`config.mk`:
```
export PLATFORM = sky130hd
export DESIGN_NAME = wb_sram_ctrl
export DESIGN_NICKNAME = d
export VERILOG_FILES = /design/src/rtl/sram_ctrl_pkg.sv /design/src/rtl/stream_fifo2.sv /design/src/rtl/wb_sram_ctrl.sv
export SDC_FILE = /design/constraint.sdc
export NUM_CORES = 1
export LEC_CHECK = 0
export CORE_ASPECT_RATIO = 2
export CORE_MARGIN = 3
export CORE_UTILIZATION = 40
export DETAILED_ROUTE_END_ITERATION = 8
export GPL_ROUTABILITY_DRIVEN = 1
export GPL_TIMING_DRIVEN = 0
export PLACE_DENSITY = 0.75
export SKIP_LAST_GASP = 1
export SLEW_MARGIN = 10
export SYNTH_ARGS = -nofsm -noshare
export SYNTH_HDL_FRONTEND = slang
export SYNTH_SLANG_ARGS = --single-unit
```
`constraint.sdc`:
```
create_clock -name wb_clk_i -period 8.2 [get_ports wb_clk_i]
set_input_delay 0.82 -clock wb_clk_i [delete_from_list [all_inputs] [get_ports wb_clk_i]]
set_output_delay 0.82 -clock wb_clk_i [all_outputs]
set_load 0.01 [all_outputs]
```
`src/rtl/sram_ctrl_pkg.sv`:
```
// rtl/sram_ctrl_pkg.sv - shared widths, port-0 state encoding and miss data for wb_sram_ctrl
package sram_ctrl_pkg;

  localparam int DATA_W = 32;
  localparam int ADDR_W = 8;

  localparam logic [31:0] MISS_DATA = 32'h0;

  typedef enum logic [1:0] {
    IDLE   = 2'd0,
    RDWAIT = 2'd1,
    ACK    = 2'd2
  } p0_state_e;

endpackage

```
`src/rtl/stream_fifo2.sv`:
```
// rtl/stream_fifo2.sv - two-entry FIFO with occupancy output for the port-1 stream
module stream_fifo2 #(
  parameter int W = 32
) (
  input  logic         clk,
  input  logic         rst,
  input  logic         push,
  input  logic [W-1:0] push_data,
  input  logic         pop,
  output logic [W-1:0] pop_data,
  output logic         valid,
  output logic [1:0]   occupancy
);

  logic [W-1:0] mem [2];
  logic         wr_ptr;
  logic         rd_ptr;
  logic [1:0]   count;
  logic         push_ok;
  logic         pop_ok;

  assign pop_ok  = pop & (count != 2'd0);
  assign push_ok = push & ((count != 2'd2) | pop_ok);

  assign pop_data  = mem[rd_ptr];
  assign valid     = (count != 2'd0);
  assign occupancy = count;

  always_ff @(posedge clk or posedge rst) begin
    if (rst) begin
      mem[0] <= '0;
      mem[1] <= '0;
      wr_ptr <= 1'b0;
      rd_ptr <= 1'b0;
      count  <= 2'd0;
    end else begin
      if (push_ok) begin
        mem[wr_ptr] <= push_data;
        wr_ptr      <= ~wr_ptr;
      end
      if (pop_ok) begin
        rd_ptr <= ~rd_ptr;
      end
      case ({push_ok, pop_ok})
        2'b10:   count <= count + 2'd1;
        2'b01:   count <= count - 2'd1;
        default: count <= count;
      endcase
    end
  end

endmodule

```
`src/rtl/wb_sram_ctrl.sv`:
```
// rtl/wb_sram_ctrl.sv - Wishbone slave on port 0 and burst stream reader on port 1 of the 1RW1R SRAM macro
module wb_sram_ctrl #(
  parameter int          DATA_W    = sram_ctrl_pkg::DATA_W,
  parameter int          ADDR_W    = sram_ctrl_pkg::ADDR_W,
  parameter logic [31:0] BASE_ADDR = 32'h3000_0000
) (
  input  logic              wb_clk_i,
  input  logic              wb_rst_i,
  input  logic              wbs_stb_i,
  input  logic              wbs_cyc_i,
  input  logic              wbs_we_i,
  input  logic [3:0]        wbs_sel_i,
  input  logic [31:0]       wbs_dat_i,
  input  logic [31:0]       wbs_adr_i,
  output logic              wbs_ack_o,
  output logic [31:0]       wbs_dat_o,
  output logic              sram_csb0,
  output logic              sram_web0,
  output logic [3:0]        sram_wmask0,
  output logic [ADDR_W-1:0] sram_addr0,
  output logic [DATA_W-1:0] sram_din0,
  input  logic [DATA_W-1:0] sram_dout0,
  output logic              sram_csb1,
  output logic [ADDR_W-1:0] sram_addr1,
  input  logic [DATA_W-1:0] sram_dout1,
  input  logic              rd_start,
  input  logic [ADDR_W-1:0] rd_base,
  input  logic [ADDR_W:0]   rd_len,
  output logic [DATA_W-1:0] rd_data,
  output logic              rd_valid,
  input  logic              rd_ready,
  output logic              rd_busy
);

  import sram_ctrl_pkg::p0_state_e;
  import sram_ctrl_pkg::IDLE;
  import sram_ctrl_pkg::RDWAIT;
  import sram_ctrl_pkg::ACK;
  import sram_ctrl_pkg::MISS_DATA;

  localparam logic [ADDR_W:0] LEN_ONE = 1;

  // ---------------- port 0: Wishbone ----------------
  p0_state_e p0_state;
  logic      req;
  logic      hit;
  logic      issue0;
  logic      unused_adr;

  assign req    = wbs_stb_i & wbs_cyc_i;
  assign hit    = (wbs_adr_i[31:ADDR_W+2] == BASE_ADDR[31:ADDR_W+2]);
  assign issue0 = (p0_state == IDLE) & req & hit;

  assign sram_csb0   = ~issue0;
  assign sram_web0   = ~(issue0 & wbs_we_i);
  assign sram_wmask0 = wbs_sel_i;
  assign sram_addr0  = wbs_adr_i[ADDR_W+1:2];
  assign sram_din0   = wbs_dat_i;
  assign unused_adr  = &{1'b0, wbs_adr_i[1:0]};

  always_ff @(posedge wb_clk_i or posedge wb_rst_i) begin
    if (wb_rst_i) begin
      p0_state  <= IDLE;
      wbs_ack_o <= 1'b0;
      wbs_dat_o <= '0;
    end else begin
      case (p0_state)
        IDLE: begin
          wbs_ack_o <= 1'b0;
          if (req) begin
            if (!hit) begin
              // Out-of-window accesses still ack so the master never stalls.
              wbs_dat_o <= MISS_DATA;
              wbs_ack_o <= 1'b1;
              p0_state  <= ACK;
            end else if (wbs_we_i) begin
              wbs_ack_o <= 1'b1;
              p0_state  <= ACK;
            end else begin
              p0_state <= RDWAIT;
            end
          end
        end
        RDWAIT: begin
          wbs_dat_o <= sram_dout0;
          wbs_ack_o <= 1'b1;
          p0_state  <= ACK;
        end
        ACK: begin
          wbs_ack_o <= 1'b0;
          p0_state  <= IDLE;
        end
        default: begin
          wbs_ack_o <= 1'b0;
          p0_state  <= IDLE;
        end
      endcase
    end
  end

  // ---------------- port 1: burst stream reader ----------------
  logic              busy_q;
  logic [ADDR_W-1:0] addr_q;
  logic [ADDR_W:0]   issue_left;
  logic [ADDR_W:0]   pop_left;
  logic              inflight_q;
  logic [1:0]        occ;
  logic [2:0]        used;
  logic              pop;
  logic              start_acc;
  logic              credit_ok;
  logic              issue1;

  assign pop       = rd_valid & rd_ready;
  assign start_acc = rd_start & ~busy_q & (rd_len != '0);

  // A slot freed by this cycle's pop is reusable now; that keeps one word per cycle.
  assign used      = {1'b0, occ} + {2'b00, inflight_q} - {2'b00, pop};
  assign credit_ok = (used < 3'd2);

  // The first word issues in the start cycle itself, straight from rd_base.
  assign issue1     = start_acc | (busy_q & (issue_left != '0) & credit_ok);
  assign sram_csb1  = ~issue1;
  assign sram_addr1 = busy_q ? addr_q : rd_base;
  assign rd_busy    = busy_q;

  always_ff @(posedge wb_clk_i or posedge wb_rst_i) begin
    if (wb_rst_i) begin
      busy_q     <= 1'b0;
      addr_q     <= '0;
      issue_left <= '0;
      pop_left   <= '0;
      inflight_q <= 1'b0;
    end else begin
      inflight_q <= issue1;
      if (start_acc) begin
        busy_q     <= 1'b1;
        addr_q     <= rd_base + 1'b1;
        issue_left <= rd_len - LEN_ONE;
        pop_left   <= rd_len;
      end else if (busy_q) begin
        if (issue1) begin
          addr_q     <= addr_q + 1'b1;
          issue_left <= issue_left - LEN_ONE;
        end
        if (pop) begin
          pop_left <= pop_left - LEN_ONE;
          if (pop_left == LEN_ONE) begin
            busy_q <= 1'b0;
          end
        end
      end
    end
  end

  stream_fifo2 #(
    .W(DATA_W)
  ) u_fifo (
    .clk       (wb_clk_i),
    .rst       (wb_rst_i),
    .push      (inflight_q),
    .push_data (sram_dout1),
    .pop       (pop),
    .pop_data  (rd_data),
    .valid     (rd_valid),
    .occupancy (occ)
  );

endmodule

```
==> results by group <==
Route
  – Wire per inst: approximately 18 µm
  – Via count: between 5k and 6k
  – DRT iter0 DRCs: between 150 and 200
  – Detailed Routing Iterations Pass 1: 5
  – Drt drc: 0
  – Via density: roughly 5.3
  – Post-Route WL: about 19000 µm
  – Routed Antenna Nets: 0

Pwr
  – Max rail drop VDD: about 0.00018 V
  – Lkg Pwr: 0.00409 µW
  – Total design power: 3310 µW
  – Total power divided by cell area: roughly 340 nW/µm²

Die
  – Std-Cell Rows: 65
  – Initial Utilization: 0.412
  – Chip width: between 90 and 100 µm
  – Die height: 187 µm
  – Core ar.: ~16000 µm²
  – Boundary pin count: roughly 280
  – Die Area: between 15000 and 20000 µm²

Synthesis
  – Syn_nets: just over 700
  – Warnings, synthesis: 0
  – Syn Area/Cell: ~12 µm²
  – Cell count after synthesis: 560
  – Distinct cells, synth: between 50 and 60
  – Async set-reset flop share out of synthesis: 1.00
  – Register area share after synthesis: 0.499
  – Synth Flop Type: dfrtp_1
  – #FFs+latches synth: ~130
  – Post-synth EDFFs: 0
  – Mapped cell area: between 6000 and 7000 µm²

Global route
  – Initial antenna violation count: 0
  – Largest net degree at the start of global routing: around 90
  – Gr ovfl total: 0
  – First-pass GRT wire length: between 30000 and 40000 µm
  – Vias in the first global route: 5975
  – Total track usage: 0.205

CTS
  – Post-CTS sizing: 0
  – CTS Buffer Depth: 2
  – CTS tree: built
  – Hold_buf cts: 0
  – Clk slew on worst S/H paths: approximately 0.060 ns
  – CTS Buf Count: 17
  – Root buffer cell: clkbuf_16
  – Clk sinks: roughly 130
  – Depth of the CTS H-tree: 4
  – Clk_lat worst skew: ~0.42 ns
  – Post-CTS Setup Bufs: 0

Timing
  – Setup violators final: 0
  – Worst hold slack: slightly below 0.5 ns
  – RSZ-0062 raised after global routing: no
  – Setup TNS: 0 ns
  – Fmax: approximately 220 MHz
  – Post-route clock skew: 0.00848 ns
  – Fin crit share: 0.567
  – Max_slew headroom: 0.487
  – Slew at the pin closest to its max-slew limit: between 0.7 and 0.8 ns
  – Final Hold Vio Count: 0
  – Post-layout min period: about 4.6 ns
  – Pins Over Slew Limit: 0

Hold path
  – Hold Path Cell Cnt: 1
  – Worst Hold Class: flop to flop
  – Hold Path Sink: wbs_dat_o[25]
  – HP Start: wbs_dat_o[25]

Setup path
  – Worst endpoint data arrival time: between 3 and 4 ns
  – Worst Path Required: between 7 and 8 ns
  – Endpoint type of the worst setup path: output pin
  – CP Max Fanout: 6
  – FF-to-FF End: issue_left[8]
  – R2R Path Start: rd_busy
  – Reg2reg path depth: 12
  – Reg2Reg Setup Slack: approximately 5.0 ns
  – Setup CP Type: input pin to output pin
  – Critical path launch point type: input pin

Cells and area
  – N_diodes: 0
  – Non-Filler Instances: 1025
  – Fin nets: around 970
  – Design area: approximately 9800 µm²
  – FILL cells: 1288
  – Area grow syn2layout: 48.9%
  – Fraction of layout cells with a size suffix above 1: 0.250

Place
  – Buffers on Ports: between 200 and 250
  – Placer Congestion: between 0.8 and 0.9
  – HPWL after detailed placement: 14200 µm
  – Cell area after placement: between 9000 and 10000 µm²
  – # placed instances: 993

Job
  – Maxcap violations: 0

Run status
  – Status: complete, no violations
critical path, stage by stage:
cell,delay (ns)
clkdlybuf4s50_1,0.49
o21a_1,0.29
ha_1,0.28
nand2b_1,0.15
fa_1,0.38
xnor2_1,0.14
nand3_1,0.11
a21oi_2,0.31
or2_1,0.17
buf_6,0.12
inv_1,0.06
clkdlybuf4s50_1,0.48
per-layer routing:
| layer | wire length, µm | vias up | track usage |
|---|---|---|---|
| li1 | - | 2462 | - |
| met1 | 6770 | 2689 | 0.216 |
| met2 | 10400 | 248 | 0.389 |
| met3 | 1020 | 33 | 0.0455 |
| met4 | 437 | 0 | 0.0784 |
| met5 | 0 | - | 0 |
state kept, by name, summed over array words and instances, names as in the netlist, 2 cells and up:
register,count
u_fifo.occupancy,2
issue_left,9
pop_left,9
addr_q,8
p0_state,2
wbs_dat_o,32
u_fifo.mem,64
stage by stage:
step | worst slack (ns) | utilization
2_1_floorplan | 3.88 | -
3_3_place_gp | 2.26 | 0.573
3_5_place_dp | 3.52 | 0.575
4_1_cts | 3.52 | 0.614
5_1_grt | 3.34 | 0.614
6_report | 3.55 | 0.614
where the power goes:
part           switching, µW  total (µW)  internal (µW)
logic                    614        1450            835
clock network            302         792            490
registers                175        1070            894
total                   1090        3310           2220
cells by family after synthesis:
kind of cell,Yosys count,share of synthesized area
fa+ha+maj,7,0.0145
xor+xnor,27,0.0360
compound gates,85,0.0980
simple gates,125,0.0976
buf+inv,79,0.0733
mux,106,0.182
flops,131,0.499
worst max path at each step:
stage,start,endpoint,cells after the start
6_report,rd_ready,sram_csb1,12
5_1_grt,rd_ready,sram_csb1,12
4_1_cts,rd_ready,sram_csb1,12
3_5_place_dp,rd_ready,sram_csb1,12
3_3_place_gp,wb_rst_i,u_fifo.mem[56],2
2_1_floorplan,wb_rst_i,addr_q[0],1
final cells by class:
| cell class | instances | area, µm² | area share |
|---|---|---|---|
| Clock buffer | 18 | 439 | 0.0449 |
| Clock inverter | 14 | 178 | 0.0182 |
| Multi-Input combinational cell | 350 | 2810 | 0.288 |
| Tap cell | 201 | 251 | 0.0257 |
| Inverter | 9 | 38.8 | 0.00396 |
| Sequential cell | 131 | 3280 | 0.335 |
| Buffer | 70 | 448 | 0.0458 |
| Timing Repair Buffer | 232 | 2340 | 0.239 |
layout by cell type, fill, tap and decap left out, types with 3 or more instances in the layout:
master	synthesis	routed
a21boi_0	3	3
nand4_1	6	6
inv_6	0	5
xnor2_1	14	14
clkbuf_16	0	17
ha_1	6	6
nand2_1	38	38
nor2_1	30	30
buf_4	44	44
nor3_1	6	6
nand3_1	15	15
a21oi_1	11	11
clkinvlp_4	0	4
a22o_1	32	32
a31oi_1	5	5
o211ai_1	4	4
bufinv_16	0	3
mux2_2	104	104
dfrtp_1	131	131
clkbuf_1	15	15
xor2_1	13	13
buf_2	10	10
clkdlybuf4s50_1	0	231
inv_1	9	8
nor4_1	6	6
o21ai_0	12	12
synthesized netlist by cell type, types with 2 or more instances:
cell,instances,share of area
nor3_1,6,0.0046
xnor2_1,14,0.019
mux2_2,104,0.18
a22o_1,32,0.043
nor2b_1,2,0.0019
buf_4,44,0.050
or4_4,2,0.0034
o21a_1,2,0.0023
o21ai_0,12,0.0091
dfrtp_1,131,0.50
a31oi_1,5,0.0048
a21boi_0,3,0.0034
or4_1,2,0.0023
nand3_1,15,0.011
ha_1,6,0.011
nand3b_1,2,0.0023
o211ai_1,4,0.0046
nand2b_1,2,0.0019
inv_1,9,0.0051
or3_1,2,0.0019
buf_2,10,0.0076
xor2_1,13,0.017
a21oi_1,11,0.0084
nand4_1,6,0.0057
a21o_1,2,0.0023
nand2_1,38,0.022
nor2_1,30,0.017
nor4_1,6,0.0057
clkbuf_1,15,0.0086
a211oi_1,2,0.0023
nor4b_1,2,0.0027
Power figures use the tool's default switching activity.
